<file path="src/rtl/fetch_sequencer.sv">
// fetch_sequencer: pc owner and IRAM fetch/decode sequencer.
// NOP/JUMP/HALT resolve locally; other opcodes go to the datapath.
module fetch_sequencer #(
  parameter int         ADDR_WIDTH   = 8,
  parameter int         IRAM_LATENCY = 1,
  parameter logic [3:0] OP_NOP       = 4'h0,
  parameter logic [3:0] OP_JUMP      = 4'hE,
  parameter logic [3:0] OP_HALT      = 4'hF
) (
  input  logic                  clock,
  input  logic                  reset,
  input  logic                  start,
  input  logic [15:0]           instruction,
  input  logic [3:0]            cond_flags,
  input  logic                  execute_done,
  output logic [ADDR_WIDTH-1:0] iram_address,
  output logic                  iram_read,
  output logic                  load_instruction,
  output logic                  execute_start,
  output logic [ADDR_WIDTH-1:0] pc,
  output logic                  busy,
  output logic                  halted
);

  localparam int LAT =
    (IRAM_LATENCY < 1) ? 1 : IRAM_LATENCY;
  localparam int CW =
    (LAT > 1) ? $clog2(LAT) : 1;
  localparam logic [CW-1:0] WAIT_INIT =
    CW'(LAT - 1);
  localparam logic [CW-1:0] CNT_ONE = CW'(1);
  localparam logic [ADDR_WIDTH-1:0] PC_ONE =
    ADDR_WIDTH'(1);

  typedef enum logic [2:0] {
    S_IDLE,
    S_FETCH,
    S_LOAD,
    S_DECODE,
    S_EXEC,
    S_WAIT,
    S_HALTED
  } state_t;

  state_t                  state;
  state_t                  state_nxt;
  logic [CW-1:0]           wait_cnt;
  logic [CW-1:0]           wait_cnt_nxt;
  logic [ADDR_WIDTH-1:0]   pc_q;
  logic [ADDR_WIDTH-1:0]   pc_nxt;

  logic [3:0]              opcode;
  logic [3:0]              jcond;
  logic                    is_nop;
  logic                    is_jump;
  logic                    is_halt;
  logic                    jump_taken;
  logic [ADDR_WIDTH-1:0]   jump_target;
  logic [ADDR_WIDTH-1:0]   pc_inc;

  assign opcode      = instruction[15:12];
  assign jcond       = instruction[11:8];
  assign jump_target = ADDR_WIDTH'(instruction[7:0]);
  assign pc_inc      = pc_q + PC_ONE;

  assign is_nop  = (opcode == OP_NOP);
  assign is_jump = (opcode == OP_JUMP);
  assign is_halt = (opcode == OP_HALT);

  // a zero condition field means unconditional
  assign jump_taken =
    (jcond == 4'h0) || (|(jcond & cond_flags));

  always_comb begin
    state_nxt    = state;
    pc_nxt       = pc_q;
    wait_cnt_nxt = wait_cnt;
    unique case (state)
      S_IDLE, S_HALTED: begin
        if (start) begin
          state_nxt    = S_FETCH;
          pc_nxt       = '0;
          wait_cnt_nxt = WAIT_INIT;
        end
      end
      S_FETCH: begin
        if (wait_cnt == '0) begin
          state_nxt = S_LOAD;
        end else begin
          wait_cnt_nxt = wait_cnt - CNT_ONE;
        end
      end
      S_LOAD: begin
        state_nxt = S_DECODE;
      end
      S_DECODE: begin
        unique case (1'b1)
          is_halt: begin
            state_nxt = S_HALTED;
          end
          is_nop: begin
            state_nxt    = S_FETCH;
            pc_nxt       = pc_inc;
            wait_cnt_nxt = WAIT_INIT;
          end
          is_jump: begin
            state_nxt    = S_FETCH;
            pc_nxt       = jump_taken ?
                           jump_target : pc_inc;
            wait_cnt_nxt = WAIT_INIT;
          end
          default: begin
            state_nxt = S_EXEC;
          end
        endcase
      end
      S_EXEC: begin
        state_nxt = S_WAIT;
      end
      S_WAIT: begin
        if (execute_done) begin
          state_nxt    = S_FETCH;
          pc_nxt       = pc_inc;
          wait_cnt_nxt = WAIT_INIT;
        end
      end
      default: begin
        state_nxt = S_IDLE;
      end
    endcase
  end

  // outputs decoded from next state so every strobe is a flop
  always_ff @(posedge clock or posedge reset) begin
    if (reset) begin
      state            <= S_IDLE;
      pc_q             <= '0;
      wait_cnt         <= '0;
      iram_read        <= 1'b0;
      load_instruction <= 1'b0;
      execute_start    <= 1'b0;
      busy             <= 1'b0;
      halted           <= 1'b0;
    end else begin
      state            <= state_nxt;
      pc_q             <= pc_nxt;
      wait_cnt         <= wait_cnt_nxt;
      iram_read        <= (state_nxt == S_FETCH);
      load_instruction <= (state_nxt == S_LOAD);
      execute_start    <= (state_nxt == S_EXEC);
      busy             <= (state_nxt != S_IDLE) &&
                          (state_nxt != S_HALTED);
      halted           <= (state_nxt == S_HALTED);
    end
  end

  assign pc           = pc_q;
  assign iram_address = pc_q;

endmodule

</file>
<file path="config.mk">
export PLATFORM = sky130hd
export DESIGN_NAME = fetch_sequencer
export DESIGN_NICKNAME = d
export VERILOG_FILES = /design/src/rtl/fetch_sequencer.sv
export SDC_FILE = /design/constraint.sdc
export NUM_CORES = 1
export LEC_CHECK = 0
export CELL_PAD_IN_SITES_DETAIL_PLACEMENT = 1
export CELL_PAD_IN_SITES_GLOBAL_PLACEMENT = 1
export CORE_ASPECT_RATIO = 1.5
export CORE_MARGIN = 4
export CORE_UTILIZATION = 30
export DETAILED_ROUTE_END_ITERATION = 16
export PLACE_DENSITY_LB_ADDON = 0.1
export SLEW_MARGIN = 20
export SYNTH_ARGS = -nofsm -noshare
export SYNTH_HDL_FRONTEND = slang
export SYNTH_SLANG_ARGS = --single-unit
</file>
<file path="constraint.sdc">
create_clock -name clock -period 2.15 [get_ports clock]
set_clock_uncertainty 0.2 [all_clocks]
set_input_delay 0.645 -clock clock [delete_from_list [all_inputs] [get_ports clock]]
set_output_delay 0.645 -clock clock [all_outputs]
set_load 0.02 [all_outputs]
</file>
# Yosys cells after proc, flatten, opt, wreduce, memory -nomap -nowiden
# Cells that the tools add are included.
# classes
n_addsub	2
eq_ne	17
n_mux	15
bitwise_logic	1
reduce_logical	13
# ops
operator	n
two-way mux 8 bit	3
one-hot mux 8 bit (3 select lines)	1
one-hot mux 3 bit (6 select lines)	1
one-hot mux 8 bit (2 select lines)	1
== test 3 bit (second input constant)	5
== test 3 x 2 -> 1 bit (second input constant)	3
two-way mux 3 bit	3
adder 8 x 1 -> 8 bit (second input constant)	1
== test 4 bit (second input constant)	2
zero test 4 bit	2
AND reduction 4 bit	2
== test 3 x 1 -> 1 bit (second input constant)	2
inequality test 2 bit (second input constant)	3
inequality test 3 bit (second input constant)	2
one-hot mux 3 bit (2 select lines)	1
nonzero test 3 bit	2
AND 4 bit	1
two-way mux 1 bit	4
one-hot mux 1 bit (4 select lines)	1
nonzero test 4 bit	1
OR reduction 2 bit	2
OR reduction 4 bit	1
zero test 3 bit	1
logical AND 1 bit	1
other kinds (2)	2
# totals
reg_bits	17
out_inout_bits	21

# Longest topological paths before layout
# depth
word_depth	6
mapped_depth	8

# Least setup slack after synthesis
# Ideal clock, no wire load.
# synth_path
path_type	input-to-reg
from	input instruction[8]
to	register pc_q[7], in the netlist iram_address[7]
arrival_time_ns	2.096
slack_ns	-0.272
stages	5
cell_sequence	or4_1 -> a31o_2 -> a21oi_1 -> o21bai_1 -> a221o_1
# synth_between
elab_chain_cells	6
# synth_lines
item	line	text
start: declaration	13	input logic [15:0] instruction,
AND 4 bit	72	(jcond == 4'h0) || (|(jcond & cond_flags));
OR reduction 4 bit	72	
logical OR 1 bit (*)	72	
two-way mux 8 bit (*)	108	pc_nxt = jump_taken ?
one-hot mux 8 bit (2 select lines) (*)	97	unique case (1'b1)
one-hot mux 8 bit (3 select lines) (*)	78	unique case (state)
end signal: assignment	146	pc_q <= pc_nxt;
end: declaration	49	logic [ADDR_WIDTH-1:0] pc_q;
# Mark *: on every way between the ends. The rest lies on a longest branch, timed or not.
# A chain may end at the register's enable or synchronous reset.

# Worst setup path in the final report
# layout_path
from	input instruction[14]
to	register pc_q[3], in the netlist iram_address[3]
# layout_between
elab_chain_cells	3
# layout_lines
item	line
== test 4 bit or zero test 4 bit (tied branches)	67, 66
one-hot mux 8 bit (2 select lines) or inequality test 3 bit (tied branches)	n/a
one-hot mux 8 bit (3 select lines) or AND reduction 4 bit (tied branches)	n/a
# Parallel ways exist; a longest one is shown, timed or not.

==> metrics.md <==
| Metric | Value |
|---|---|
| Status | complete, but fails checks |
| Violated checks | negative setup slack |
| Total GRT Usage | between 10% and 20% |
| Highest clock rate | ~0.45 GHz |
| Worst Path Buf+Inv | 2 |
| Most used routing layer | met2 |
| Share of cells above drive strength 1 | about 30% |
| Commonest non-fill, non-tap cell in the layout | clkdlybuf4s50_1 |
| Clk_lat worst skew | roughly 250 ps |
| P_int | roughly 1.1 mW |
| Fraction of registers with async set/reset | 100% |
| CP endpoint kind | flop |
| Post-synthesis mux area share | 2.05% |
| Grt total ovfl | 0 |
| Min Tclk post-route | 2230 ps |
| DIE HEIGHT | between 80 and 90 um |
| CP Max Fanout | 5 |
| Slew @ Worst Pin | between 400 and 500 ps |
| Met3 GRT Util | 1.89% |
| Met1 usage | about 17% |
| Final instance area | approximately 1800 sq um |
| Commonest cells after routing, fill and taps aside | clkdlybuf4s50_1, dfrtp_1, buf_4 |
| Initial Util | a little under a third |
| Critical Path RT | about 2100 ps |
| Total CTS buffers | 3 |
| RSZ-0062 raised after global routing | yes |
| Hold buffer count at cts | 0 |
| Yosys Warn Count | 0 |
| Met2 Use GR | between 20% and 30% |
| Xor and xnor fraction of the mapped netlist area | less than 1% |
| Hold path endpoint | iram_address[1]$_DFFE_PP0P_ |
| Compound-cell area share of the yosys netlist | 25.5% |
| Sequential power share | between 20% and 30% |
| Switching Fraction | between 40% and 50% |
| Yosys reg bits | 16 |
| Clk slew on worst S/H paths | 60 ps |
| Critical path's slowest cell | or4_1 |
| Worst vdd ir | roughly 0.00056 V |
| Fillers | about 400 |
| CTS sink count | 16 |
| HP Class | reg2reg |
| Cells after Synth | about 120 |
| Syn nets | 150 |
| Avg Cell Area, Syn | 8.85 sq um |
| Synth Area in Simple Gates | 22.1% |
| Max Root-Sink Buffers | 2 |
| Initial antenna violation count | 0 |
| Detail Route Antenna Nets | 0 |
| DP HPWL | roughly 2600 um |
| Comb pwr share | roughly three fifths |
| CP Class | in2reg |
| CTS tree | yes |
| Row cnt | 26 |
| Clock share of power | between 10% and 20% |
| Pre-antenna DRT Iters | 3 |
| Hold Vio Cnt, Final | 0 |
| Crit-path cells | buf_6 -> or3_4 -> a2111oi_4 -> buf_4 -> o22ai_4 -> or4_1 -> o211ai_1 |
| First-pass GRT wire length | around 5700 um |
| Max cap viols | 0 |
| Delay-heaviest family, CP | simple AND/OR/NAND/NOR gates |
| Startpoint types | input pin |
| Largest net degree at the start of global routing | 17 |
| Max Slew Vio Count | 0 |
| NetSw | 0.761 mW |
| DR WL/cell | between 15 and 20 um |
| Number of flops mapped to enable cells by yosys | 0 |
| Htree depth | 1 |
| Leakage | 0.886 nW |
| Die ar. | approximately 4700 sq um |
| Vias in the first global route | 1235 |
| Cell Pwr Density | about 1000 nW/um^2 |
| Worst reg2reg setup slack | approximately 80 ps |
| Clk root buf | clkbuf_8 |
| Worst R2R End | iram_address[3]$_DFFE_PP0P_ |
| DP Area | 1630 sq um |
| Count of input and output buffers | 44 |
| Reg2Reg Depth | 6 |
| Vias per std cell | 5.27 |
| Reg-to-reg startpoint | state[0]$_DFF_PP0_ |
| Area Overhead vs Synth | 66.1% |
| Final setup TNS | -450 ps |
| Register area share after synthesis | 36.5% |
| Nets | about 210 |
| Final period utilization | 104% |
| CP peak stage delay | just over 400 ps |
| Largest family of logic cells by synthesized area | compound AO/OA/AOI/OAI gates |
| Primary FF master, synth | dfrtp_1 |
| I/O Pins | 45 |
| Hold_ws | 359 ps |
| Setup-failing EPs final | 7 |
| Count of different cell masters after synthesis | 39 |
| Hold Path Origin | iram_address[1]$_DFFE_PP0P_ |
| WL final | around 3400 um |
| Routability Congestion | between 0.7 and 0.8 |
| Hold depth | 2 |
| Worst slack at placement | -744 ps |
| Synthesized cell area | around 1100 sq um |
| Data arrival, critical path | 2200 ps |
| Adder-Cell Fraction of Synth Area | about 3.2% |
| Die X | 57.4 um |
| Worst Slack Setup Final | -84.6 ps |
| Diodes inserted | 0 |
| First DRT Iteration DRCs | 23 |
| Residual DRC count | 0 |
| DR vias | 1164 |
| Slew HR | ~73% |
| Core Region | around 3500 sq um |
==> synth_stat cells (all sizes together), types with 2 or more instances <==
library cell  number  area [sq um]
a21o               2          15.0
a221o              3          30.0
and3               2          12.5
nor2              10          37.5
dfrtp             16           400
a31o               3          26.3
or2                5          31.3
nor3               3          15.0
a21oi              7          35.0
buf               10          70.1
nand3              4          20.0
o211ai             2          15.0
o21ai              8          40.0
nor4               2          12.5
mux2               2          22.5
ha                 2          25.0
or4                3          22.5
a22oi              3          22.5
a31oi              2          12.5
inv                9          33.8
nand2              9          33.8
==> registers in the layout (all words and copies together), names as in the netlist <==
register          flops
execute_start         1
busy                  1
iram_read             1
halted                1
iram_address          8
state                 3
load_instruction      1
==> cell families (layout without fill, tap and decap cells) <==
family                     count (synthesis)  after routing
xor gates and xnor gates                   1              1
AOI/OAI and AO/OA                         37             38
buffers and inverters                     20             74
muxes                                      2              2
DFF                                       16             16
adders and majority gates                  3              3
and+or+nand+nor                           45             45
==> worst min-delay path, stage by stage, from the launching register on <==
cell and delay, ps:
dfrtp_1 400, nand2_1 60, o21ai_1 60
==> worst max path at each step <==
stage	startpoint	end	depth (start not counted)
2_1_floorplan	instruction[8]	iram_address[7]$_DFFE_PP0P_	5
3_3_place_gp	instruction[13]	iram_address[7]$_DFFE_PP0P_	6
3_5_place_dp	instruction[13]	iram_address[7]$_DFFE_PP0P_	6
4_1_cts	instruction[14]	iram_address[7]$_DFFE_PP0P_	6
5_1_grt	instruction[14]	iram_address[3]$_DFFE_PP0P_	7
6_report	instruction[14]	iram_address[3]$_DFFE_PP0P_	7
==> per-layer routing <==
layer  vias to the layer above  wire (um)
li1                        565          -
met1                       562       1330
met2                        33       1850
met3                         4        158
met4                         0         76
met5                         -          0
==> through the flow <==
step / utilization (%) / std cells / total power, mW
global placement: 46.9 / 210 / 1.38
global route: 52.4 / 221 / 2.00
CTS: 50.6 / 218 / 1.79
finish: 52.4 / 221 / 1.85
floorplan: - / 124 / 1.03
detailed placement: 46.9 / 210 / 1.41
==> area by class of cell <==
type                    count  area (sq um)  share of cell area [%]
clock buffers               4          55.1                    3.02
inverters                   9          33.8                    1.85
multi-input cells          89           712                    39.1
flip-flops and latches     16           400                    22.0
well taps                  42          52.6                    2.88
repair buffers             61           569                    31.2
==> repair_timing <==
action | in CTS | in global routing
setup buffers | 3 | 3
endpoints found under the setup margin | 25 | 18
gates cloned | 1 | 0
hold endpoints to repair | 0 | 0
pin swaps | 13 | 9
resized for setup | 54 | 11
==> power by group through the flow <==
stage | logic, mW | clock network (mW) | registers, mW
after detailed placement | 0.958 | 0 | 0.449
after global routing | 1.25 | 0.290 | 0.465
final | 1.14 | 0.260 | 0.450
after floorplan | 0.550 | 0 | 0.479
after CTS | 1.07 | 0.269 | 0.447
after global placement | 0.931 | 0 | 0.446
Power figures use the tool's default switching activity.
